===== config.mk =====
export PLATFORM = sky130hd
export DESIGN_NAME = encoder_flat
export DESIGN_NICKNAME = d
export VERILOG_FILES = /design/src/rtl/encoder_pkg.sv /design/src/rtl/encoder_if.sv /design/src/rtl/encoder_pulse_1hz_gen.sv /design/src/rtl/encoder.sv /design/src/flat_wrapper.sv
export SDC_FILE = /design/constraint.sdc
export NUM_CORES = 1
export LEC_CHECK = 0
export ABC_CLOCK_PERIOD_IN_PS = 3550
export CAP_MARGIN = 20
export CORE_MARGIN = 2
export CORE_UTILIZATION = 45
export DETAILED_ROUTE_END_ITERATION = 12
export GPL_TIMING_DRIVEN = 0
export HOLD_SLACK_MARGIN = 0.02
export PLACE_DENSITY_LB_ADDON = 0.12
export SLEW_MARGIN = 30
export SYNTH_ARGS = -nofsm -noshare
export SYNTH_HDL_FRONTEND = slang
export SYNTH_HIERARCHICAL = 1
export SYNTH_SLANG_ARGS = --single-unit
export TNS_END_PERCENT = 20

===== constraint.sdc =====
create_clock -name clk -period 3.55 [get_ports clk]
set_clock_uncertainty 0.1 [all_clocks]
set_input_delay 1.065 -clock clk [delete_from_list [all_inputs] [get_ports clk]]
set_output_delay 1.065 -clock clk [all_outputs]
set_load 0.005 [all_outputs]

===== src/rtl/encoder_pkg.sv =====
// Shared microwave-controller definitions: keypad width, BCD width and the
// one-hot to BCD encoder also used by the display decoder.
package encoder_pkg;
  localparam int KEYS  = 10;
  localparam int BCD_W = 4;

  typedef logic [KEYS-1:0]  keys_t;
  typedef logic [BCD_W-1:0] bcd_t;

  // Index of the set bit; callers only pass one-hot values.
  function automatic bcd_t onehot_to_bcd(input keys_t k);
    bcd_t code;
    code = '0;
    for (int i = 0; i < KEYS; i++) begin
      if (k[i]) code = BCD_W'(i);
    end
    return code;
  endfunction
endpackage


===== src/rtl/encoder_if.sv =====
// Keypad/time-entry bus between the controller front panel and the encoder.
interface encoder_if;
  import encoder_pkg::*;

  keys_t keypad;
  logic  enable;
  bcd_t  D;
  logic  load;
  logic  pgt_1hz;

  modport master (output keypad, output enable, input D, input load, input pgt_1hz);
  modport slave  (input keypad, input enable, output D, output load, output pgt_1hz);
endinterface


===== src/rtl/encoder_pulse_1hz_gen.sv =====
// Countdown tick generator: square wave of period CLK_HZ cycles while enabled,
// high for the first half; phase restarts on every enable.
module pulse_1hz_gen #(
  parameter int CLK_HZ = 100
) (
  input  logic clk,
  input  logic reset,
  input  logic enable_i,
  output logic pgt_o
);
  localparam int CW = (CLK_HZ > 1) ? $clog2(CLK_HZ) : 1;
  localparam logic [CW-1:0] LAST = CW'(CLK_HZ - 1);
  localparam logic [CW-1:0] HALF = CW'(CLK_HZ / 2);

  logic [CW-1:0] cnt_q, cnt_d;
  logic          pgt_q, pgt_d;

  always_comb begin
    cnt_d = '0;
    pgt_d = 1'b0;
    if (enable_i) begin
      pgt_d = (cnt_q < HALF);
      cnt_d = (cnt_q == LAST) ? '0 : cnt_q + CW'(1);
    end
  end

  always_ff @(posedge clk) begin
    if (reset) begin
      cnt_q <= '0;
      pgt_q <= 1'b0;
    end else begin
      cnt_q <= cnt_d;
      pgt_q <= pgt_d;
    end
  end

  assign pgt_o = pgt_q;
endmodule


===== src/rtl/encoder.sv =====
// Microwave keypad front end: registers and debounces the one-hot keypad,
// emits one BCD digit + load strobe per press, and runs the 1 Hz tick when enabled.
module encoder
  import encoder_pkg::*;
#(
  parameter int CLK_HZ          = 100,
  parameter int DEBOUNCE_CYCLES = 3
) (
  input logic      clk,
  input logic      reset,
  encoder_if.slave bus
);
  localparam int DW = $clog2(DEBOUNCE_CYCLES + 1);
  localparam logic [DW-1:0] DB_MAX = DW'(DEBOUNCE_CYCLES);

  keys_t         kp_q, kp_prev_q;
  logic [DW-1:0] db_q, db_d;
  logic          armed_q, armed_d;
  logic          sampled_q;
  logic          seen_idle_q, seen_idle_d;
  bcd_t          d_q, d_d;
  logic          load_q, load_d;
  logic          kp_idle, kp_valid, accept;

  always_comb begin
    kp_idle  = (kp_q == '0);
    kp_valid = $onehot(kp_q);

    // Saturating run length of identical valid samples.
    db_d = '0;
    if (kp_valid) begin
      if (kp_q != kp_prev_q)   db_d = DW'(1);
      else if (db_q != DB_MAX) db_d = db_q + DW'(1);
      else                     db_d = db_q;
    end

    // seen_idle_q blocks a key held through reset until it has been released.
    accept = (db_d == DB_MAX) && armed_q && seen_idle_q && !bus.enable;

    armed_d = armed_q;
    if (accept)       armed_d = 1'b0;
    else if (kp_idle) armed_d = 1'b1;

    seen_idle_d = seen_idle_q | (sampled_q & kp_idle);
    d_d         = accept ? onehot_to_bcd(kp_q) : d_q;
    load_d      = accept;
  end

  always_ff @(posedge clk) begin
    if (reset) begin
      kp_q        <= '0;
      kp_prev_q   <= '0;
      db_q        <= '0;
      armed_q     <= 1'b1;
      sampled_q   <= 1'b0;
      seen_idle_q <= 1'b0;
      d_q         <= '0;
      load_q      <= 1'b0;
    end else begin
      kp_q        <= bus.keypad;
      kp_prev_q   <= kp_q;
      db_q        <= db_d;
      armed_q     <= armed_d;
      sampled_q   <= 1'b1;
      seen_idle_q <= seen_idle_d;
      d_q         <= d_d;
      load_q      <= load_d;
    end
  end

  assign bus.D    = d_q;
  assign bus.load = load_q;

  pulse_1hz_gen #(.CLK_HZ(CLK_HZ)) u_div (
    .clk      (clk),
    .reset    (reset),
    .enable_i (bus.enable),
    .pgt_o    (bus.pgt_1hz)
  );
endmodule


===== src/flat_wrapper.sv =====
// flat-port wrapper written by rule: the top's interface ports become plain ports
module encoder_flat import encoder_pkg::*;
#(
  parameter int CLK_HZ          = 100,
  parameter int DEBOUNCE_CYCLES = 3
)
  (clk, reset, bus_keypad, bus_enable, bus_D, bus_load, bus_pgt_1hz);
  encoder_if bus_i ();
  input logic clk;
  input logic reset;
  input wire logic [$bits(bus_i.keypad)-1:0] bus_keypad;
  input wire logic [$bits(bus_i.enable)-1:0] bus_enable;
  output wire logic [$bits(bus_i.D)-1:0] bus_D;
  output wire logic [$bits(bus_i.load)-1:0] bus_load;
  output wire logic [$bits(bus_i.pgt_1hz)-1:0] bus_pgt_1hz;
  assign bus_i.keypad = bus_keypad;
  assign bus_i.enable = bus_enable;
  assign bus_D = bus_i.D;
  assign bus_load = bus_i.load;
  assign bus_pgt_1hz = bus_i.pgt_1hz;
  encoder #(.CLK_HZ(CLK_HZ), .DEBOUNCE_CYCLES(DEBOUNCE_CYCLES)) u_core (.clk(clk), .reset(reset), .bus(bus_i));
endmodule

==> reports/results.tsv, run 1 <==
stage	metric	value	unit
yosys	synthTopCellsByArea	dfxtp_1 (45%), fa_1 (7.0%), nor2b_1 (5.9%), xnor2_1 (5.6%), nor2_1 (4.0%)	
layout	fin_util	56.36	%
sta	drv_slew	0	
placement	dp_cells	234	
layout	area_delta_synth_final	20.72	%
critical_path	rr_endpoint	u_core/bus.D[3]	
run_status	outcome	finished, violations left	
yosys	yosysUniqueCellTypes	37	
hold_path	hold_end	u_core/bus.D[2]	
hold_path	hold_class	reg2reg	
critical_path	path_max_fanout	6	
die	die_area	0.004307	mm^2
hold_path	worstHoldStart	u_core/bus.D[2]	
sta	setup_viol	5	
routing	vias_per_cell	5.021	
sta	hold_ws	368.2	ps
yosys	synth-compound-area-share	10.03	%
yosys	synth_adder_area_share	10.69	%
yosys	synth_area_per_cell	10.17	um^2
routing	vias	1215	
yosys	synth-simple-area-share	22.55	%
layout	final_area	0.002063	mm^2
critical_path	critPathKind	reg2reg	
global_routing	first_global_vias	1228	
critical_path	r2r_start	u_core/kp_q[5]	
yosys	synthArstFlopShare	0	%
yosys	yosysWarnings	6	
global_routing	antenna_found_initial	0	
layout	final_cell_count_no_fill	242	
yosys	synth_top_family_by_area	simple AND/OR/NAND/NOR gates	
die	row_count	22	
placement	dp_hpwl	2.595	mm
sta	setup_ws	-116.5	ps
run	maxCapViolations	0	
clock_tree	cts_setup_buffers	0	
routing	dr.pass1.iters	4	
critical_path	r2r_setup_slack	-120	ps
die	io_pins	19	
sta	hold_viol	0	
layout	nFillCells	337	
critical_path	crit_path_top_delay_cell	fa_1	
global_routing	grt-ovfl-total	0	
yosys	muxShareOfSynthArea	1.171	%
run_status	violations	setup timing	
clock_tree	insertion_delay	280	ps
critical_path	critPathBufInv	3	
die	die_y	65.63	um
layout	nets	217	
sta	tightestPinTransition	482.0	ps
power_and_ir_drop	power_density	452.6	mW/mm^2
global_routing	grt_max_degree	13	
yosys	synth_edf_count	0	
yosys	yosysTopAreaCellShare	44.51	%
yosys	ys_seq_area_share	44.51	%
clock_tree	holdBufCountCts	0	
critical_path	r2r_cells	12	
die	die_x	65.63	um
critical_path	max_stage_delay	510	ps
critical_path	endpoint_kind	flip-flop	
die	initial_utilization	46.68	%
sta	min_period_over_period	103.3	%
global_routing	grt_pass1_wl	5.513	mm
yosys	yosysTopAreaCell	dfxtp_1	
routing	drc	0	
critical_path	path_cells	fa_1 -> fa_1 -> inv_1 -> fa_1 -> inv_2 -> ha_4 -> inv_1 -> fa_2 -> a2111oi_4 -> o2111a_1 -> a41oi_1 -> a211oi_1	
power_and_ir_drop	peakVddDrop	254.2	uV
power_and_ir_drop	leakage	0.7437	nW
clock_tree	clock_tree.root_cell	clkbuf_8	
die	design.core.area	0.003661	mm^2
critical_path	critical_path_arrival	3750	ps
yosys	synthFlopType	dfxtp_1	
hold_path	worstHoldPathCells	2	
clock_tree	clock-sinks	38	
critical_path	critPathTopFamily	adder cells	
routing	antenna_left	0	
sta	rsz0062_at_grt	yes	
yosys	syn-cell-area	0.001709	mm^2
layout	n_antenna_cell	0	
sta	post-route-min-period	3666	ps
sta	maxSlewHeadroom	67.87	%
yosys	synth-xor-area-share	6.662	%
routing	routed_wirelength	3.331	mm
critical_path	crit_top_cell	fa_1	
critical_path	required	3630	ps
routing	drt_iter0_drc	55	
sta	finalSetupTns	-384.1	ps
yosys	syn_nets	192	
clock_tree	cts_tree	built	
placement	io_buffer_count	18	
clock_tree	cts_buffer_depth	2	
routing	wl_per_cell	13.76	um
clock_tree	cts_made_buffers	5	
layout	drive_gt1_share	11.34	%
clock_tree	clkTransAtPathRegs	70	ps
yosys	netlist_instances	168	
yosys	ys_seq_elements	38	
placement	placed_cell_area	0.001951	mm^2
clock_tree	htreeDepth	2	
global_routing	grtUsageTotal	17.52	%
critical_path	start_kind	flip-flop	
sta	max_freq	272.7	MHz
placement	routabilityCongestion	0.8569	
==> routing by layer <==
metal	track usage (%)	vias up	routed length [um]	share of wire, %
met2	28.41	18	1580	47
met1	21.33	576	1604	48
met5	0	-	0	0
li1	-	615	-	-
met4	7.813	0	63	1.9
met3	5.308	6	82	2.5
==> state kept, by name, summed over array words and instances (netlist names) <==
signal / cells
u_core/bus.D: 4
u_core/bus.load: 1
u_core/sampled_q: 1
u_core/seen_idle_q: 1
u_core/kp_prev_q: 10
u_core/u_div/pgt_o: 1
u_core/db_q: 2
u_core/kp_q: 10
u_core/armed_q: 1
u_core/u_div/cnt_q: 7
==> cells in the mapped netlist (4+ instances only) <==
cell type	count
dfxtp_1	38
nor2_1	18
inv_1	17
nor2b_1	16
xnor2_1	11
fa_1	6
ha_1	5
and4_1	4
nand2_1	4
nand3_1	4
nor3_1	4
==> per-stage QoR <==
stage	setup slack, ps	power, mW
floorplan	-47.34	0.5959
global placement	-224.5	0.6340
detailed placement	-318.5	0.6436
CTS	-181.4	0.9345
global route	-266.0	0.9836
finish	-116.5	0.9338
==> how the worst max path moves through the flow <==
stage,startpoint,to,cells past startpoint
finish,u_core/kp_q[5],u_core/bus.D[3],12
global route,u_core/kp_q[5],u_core/bus.D[3],12
CTS,u_core/kp_q[5],u_core/bus.D[0],12
detailed placement,u_core/kp_q[3],u_core/bus.D[0],12
global placement,u_core/kp_q[9],u_core/armed_q,11
floorplan,u_core/kp_q[1],u_core/armed_q,11
==> cells in the final DEF (no fill, tap or decap), types with 2 or more instances in the layout <==
cell / n
a21oi_1: 3
a41oi_1: 2
and4_1: 4
clkbuf_1: 4
clkbuf_8: 5
clkdlybuf4s50_1: 18
dfxtp_1: 32
dfxtp_2: 4
dfxtp_4: 2
fa_1: 5
ha_1: 4
inv_1: 16
mux2i_1: 2
nand2_1: 4
nand3_1: 4
nand4_1: 2
nor2_1: 18
nor2b_1: 16
nor3_1: 4
nor4_1: 3
o21ai_0: 3
o31a_1: 2
or3_1: 3
xnor2_1: 11
xor2_1: 2
==> power by group <==
group,switching [mW],internal [mW],leakage (nW)
clock network,0.145,0.138,0.0452
registers,0.0157,0.443,0.314
logic,0.102,0.0901,0.385
==> cell families after synthesis <==
group / after synthesis
AND/OR/NAND/NOR: 66
flip-flops: 38
buffers and inverters: 20
AO/OA/AOI/OAI: 18
XOR/XNOR: 13
adder cells (fa/ha/maj): 11
multiplexers: 2
==> worst register-to-register path: stages (launching register included) <==
cell,delay [ps]
dfxtp_2,360
fa_1,510
fa_1,490
inv_1,50
fa_1,440
inv_2,90
ha_4,150
inv_1,50
fa_2,360
a2111oi_4,310
o2111a_1,270
a41oi_1,140
a211oi_1,250
==> repair_timing <==
action | CTS | global route
endpoints found under the setup margin | 8 | 8
pin swaps | 1 | 0
gates resized for setup | 7 | 4
==> cell type report <==
class | instances | area [um^2] | area share (%)
multi-input combinational | 110 | 888.4 | 43.06
sequential | 38 | 773.2 | 37.48
timing repair buffer | 18 | 180.2 | 8.733
clock buffer | 6 | 72.57 | 3.517
inverter | 17 | 63.81 | 3.093
tap | 48 | 60.06 | 2.911
clock inverter | 2 | 13.76 | 0.6671
buffer | 3 | 11.26 | 0.5458
Power figures use the tool's default switching activity.
==> run 2, diff against run 1 <==
--- a/config.mk
+++ b/config.mk
@@ -12,7 +12,8 @@
 export DETAILED_ROUTE_END_ITERATION = 12
 export GPL_TIMING_DRIVEN = 0
 export HOLD_SLACK_MARGIN = 0.02
-export PLACE_DENSITY_LB_ADDON = 0.12
+export PLACE_DENSITY = 0.78
+export REMOVE_ABC_BUFFERS = 1
 export SLEW_MARGIN = 30
 export SYNTH_ARGS = -nofsm -noshare
 export SYNTH_HDL_FRONTEND = slang
==> reports/results.tsv, run 2 (synthesis results as in run 1) <==
stage	metric	value	unit
run_status	outcome	finished, violations left	
run_status	violations	setup timing	
global_routing	antenna_found_initial	0	
sta	hold_viol	0	
critical_path	path_max_fanout	3	
sta	rsz0062_at_grt	yes	
critical_path	critPathKind	reg2reg	
power_and_ir_drop	p_int	0.7417	mW
sta	setup_viol	3	
routing	drc	0	
placement	routabilityCongestion	0.7623	
layout	top_regs	u_core/kp_prev_q (10), u_core/kp_q (10), u_core/u_div/cnt_q (7)	
layout	n_antenna_cell	0	
sta	tightestPinTransition	529.3	ps
run	maxCapViolations	0	
critical_path	r2r_setup_slack	-50	ps
power_and_ir_drop	combPwrFrac	18.8	%
routing	wl_per_cell	12.56	um
placement	dp_hpwl	2.141	mm
die	initial_utilization	46.68	%
routing	vias_per_cell	5.099	
clock_tree	insertion_delay	290	ps
critical_path	crit_top_cell	fa_1	
layout	area_delta_synth_final	23.21	%
layout	final_common_cell	dfxtp_1	
clock_tree	clock-sinks	38	
critical_path	critPathBufInv	3	
layout	final_cell_count_no_fill	243	
sta	drv_slew	0	
routing	routed_wirelength	3.053	mm
die	design.core.area	0.003661	mm^2
sta	hold_ws	363.2	ps
critical_path	critical_path_arrival	3650	ps
die	die_x	65.63	um
critical_path	required	3600	ps
routing	vias	1239	
power_and_ir_drop	peakVddDrop	257.4	uV
clock_tree	cts_tree	built	
sta	min_period_over_period	101.3	%
clock_tree	cts_made_buffers	5	
critical_path	start_kind	flip-flop	
critical_path	max_stage_delay	510	ps
power_and_ir_drop	power.switching	0.2621	mW
sta	max_freq	277.9	MHz
routing	antenna_left	0	
layout	mostFrequentLayoutCells	dfxtp_1 (32), nor2_1 (18), clkdlybuf4s50_1 (17)	
die	die_y	65.63	um
sta	setup_ws	-47.78	ps
power_and_ir_drop	leakage	0.7700	nW
critical_path	path_cells	fa_1 -> fa_1 -> inv_1 -> fa_1 -> inv_2 -> ha_4 -> inv_2 -> fa_2 -> a2111oi_4 -> o2111a_1 -> and4_4 -> a311oi_1	
die	row_count	22	
critical_path	endpoint_kind	flip-flop	
global_routing	grt_pass1_wl	5.154	mm
routing	drt_iter0_drc	60	
layout	drive_gt1_share	14.87	%
layout	nets	218	
clock_tree	htreeDepth	2	
global_routing	grt_max_degree	32	
power_and_ir_drop	power.share.switching	26.11	%
placement	dp_cells	231	
layout	nFillCells	326	
routing	dr.pass1.iters	4	
clock_tree	holdBufCountCts	0	
clock_tree	cts_buffer_depth	2	
power_and_ir_drop	power_density	476.7	mW/mm^2
die	die_area	0.004307	mm^2
power_and_ir_drop	p_clk_share	35.8	%
global_routing	grtUsageTotal	15.99	%
critical_path	crit_path_top_delay_cell	fa_1	
clock_tree	clock_tree.root_cell	clkbuf_8	
global_routing	first_global_vias	1141	
critical_path	critPathTopFamily	adder cells	
power_and_ir_drop	power_frac_seq	45.5	%
sta	post-route-min-period	3598	ps
sta	maxSlewHeadroom	64.71	%
placement	io_buffer_count	18	
clock_tree	clkTransAtPathRegs	80	ps
hold_path	hold_class	reg2reg	
global_routing	grt-ovfl-total	0	
die	io_pins	19	
run 2: path summary, 6_finish.rpt:
check	start	endpoint	depth (start not counted)
min	u_core/sampled_q	u_core/seen_idle_q	2
max	u_core/kp_q[7]	u_core/bus.D[0]	12
min reg2reg	u_core/sampled_q	u_core/seen_idle_q	2
max reg2reg	u_core/kp_q[7]	u_core/bus.D[0]	12
run 2: power by group through the flow:
stage	Clock, mW	Sequential [mW]	Combinational [mW]
floorplan	0	0.464	0.128
global placement	0	0.468	0.163
detailed placement	0	0.468	0.167
CTS	0.367	0.456	0.188
global route	0.382	0.458	0.210
finish	0.359	0.456	0.188
run 2: metrics by stage:
step / utilization, % / setup TNS, ps / power [mW] / worst slack, ps / cell area, um^2
detailed placement: 52.80 / -2249 / 0.6346 / -422.7 / 1933
global route: 57.52 / -630.3 / 1.049 / -170.5 / 2106
floorplan: - / -778.7 / 0.5922 / -187.7 / 1698
global placement: 52.94 / -1975 / 0.6306 / -388.7 / 1938
finish: 57.52 / -97.69 / 1.004 / -47.78 / 2106
CTS: 57.45 / -146.2 / 1.011 / -54.04 / 2103
run 2: what timing repair did:
action,in CTS,in global routing
pin swaps,9,2
setup buffers,4,0
endpoints found under the setup margin,8,5
resized for setup,14,1
run 2: worst reg2reg max path: stages (launching register included):
cell       delay (ps)
dfxtp_4           350
fa_1              490
fa_1              510
inv_1              50
fa_1              440
inv_2              80
ha_4              120
inv_2              40
fa_2              370
a2111oi_4         290
o2111a_1          290
and4_4            240
a311oi_1           90
run 2: final cells by class:
type,instances,area (um^2),area share (%)
clock buffer,6,72.57,3.446
clock inverter,2,37.54,1.783
inverter,17,63.81,3.030
multi-input combinational,110,890.9,42.31
sequential,38,775.7,36.84
tap,48,60.06,2.852
timing repair buffer,22,205.2,9.745
run 2: per-layer routing:
metal	GRT usage, %	wire length, um	up-vias
met2	26.01	1460	27
met5	0	0	-
met4	7.031	56	0
met1	19.59	1397	582
li1	-	-	623
met3	4.623	139	7
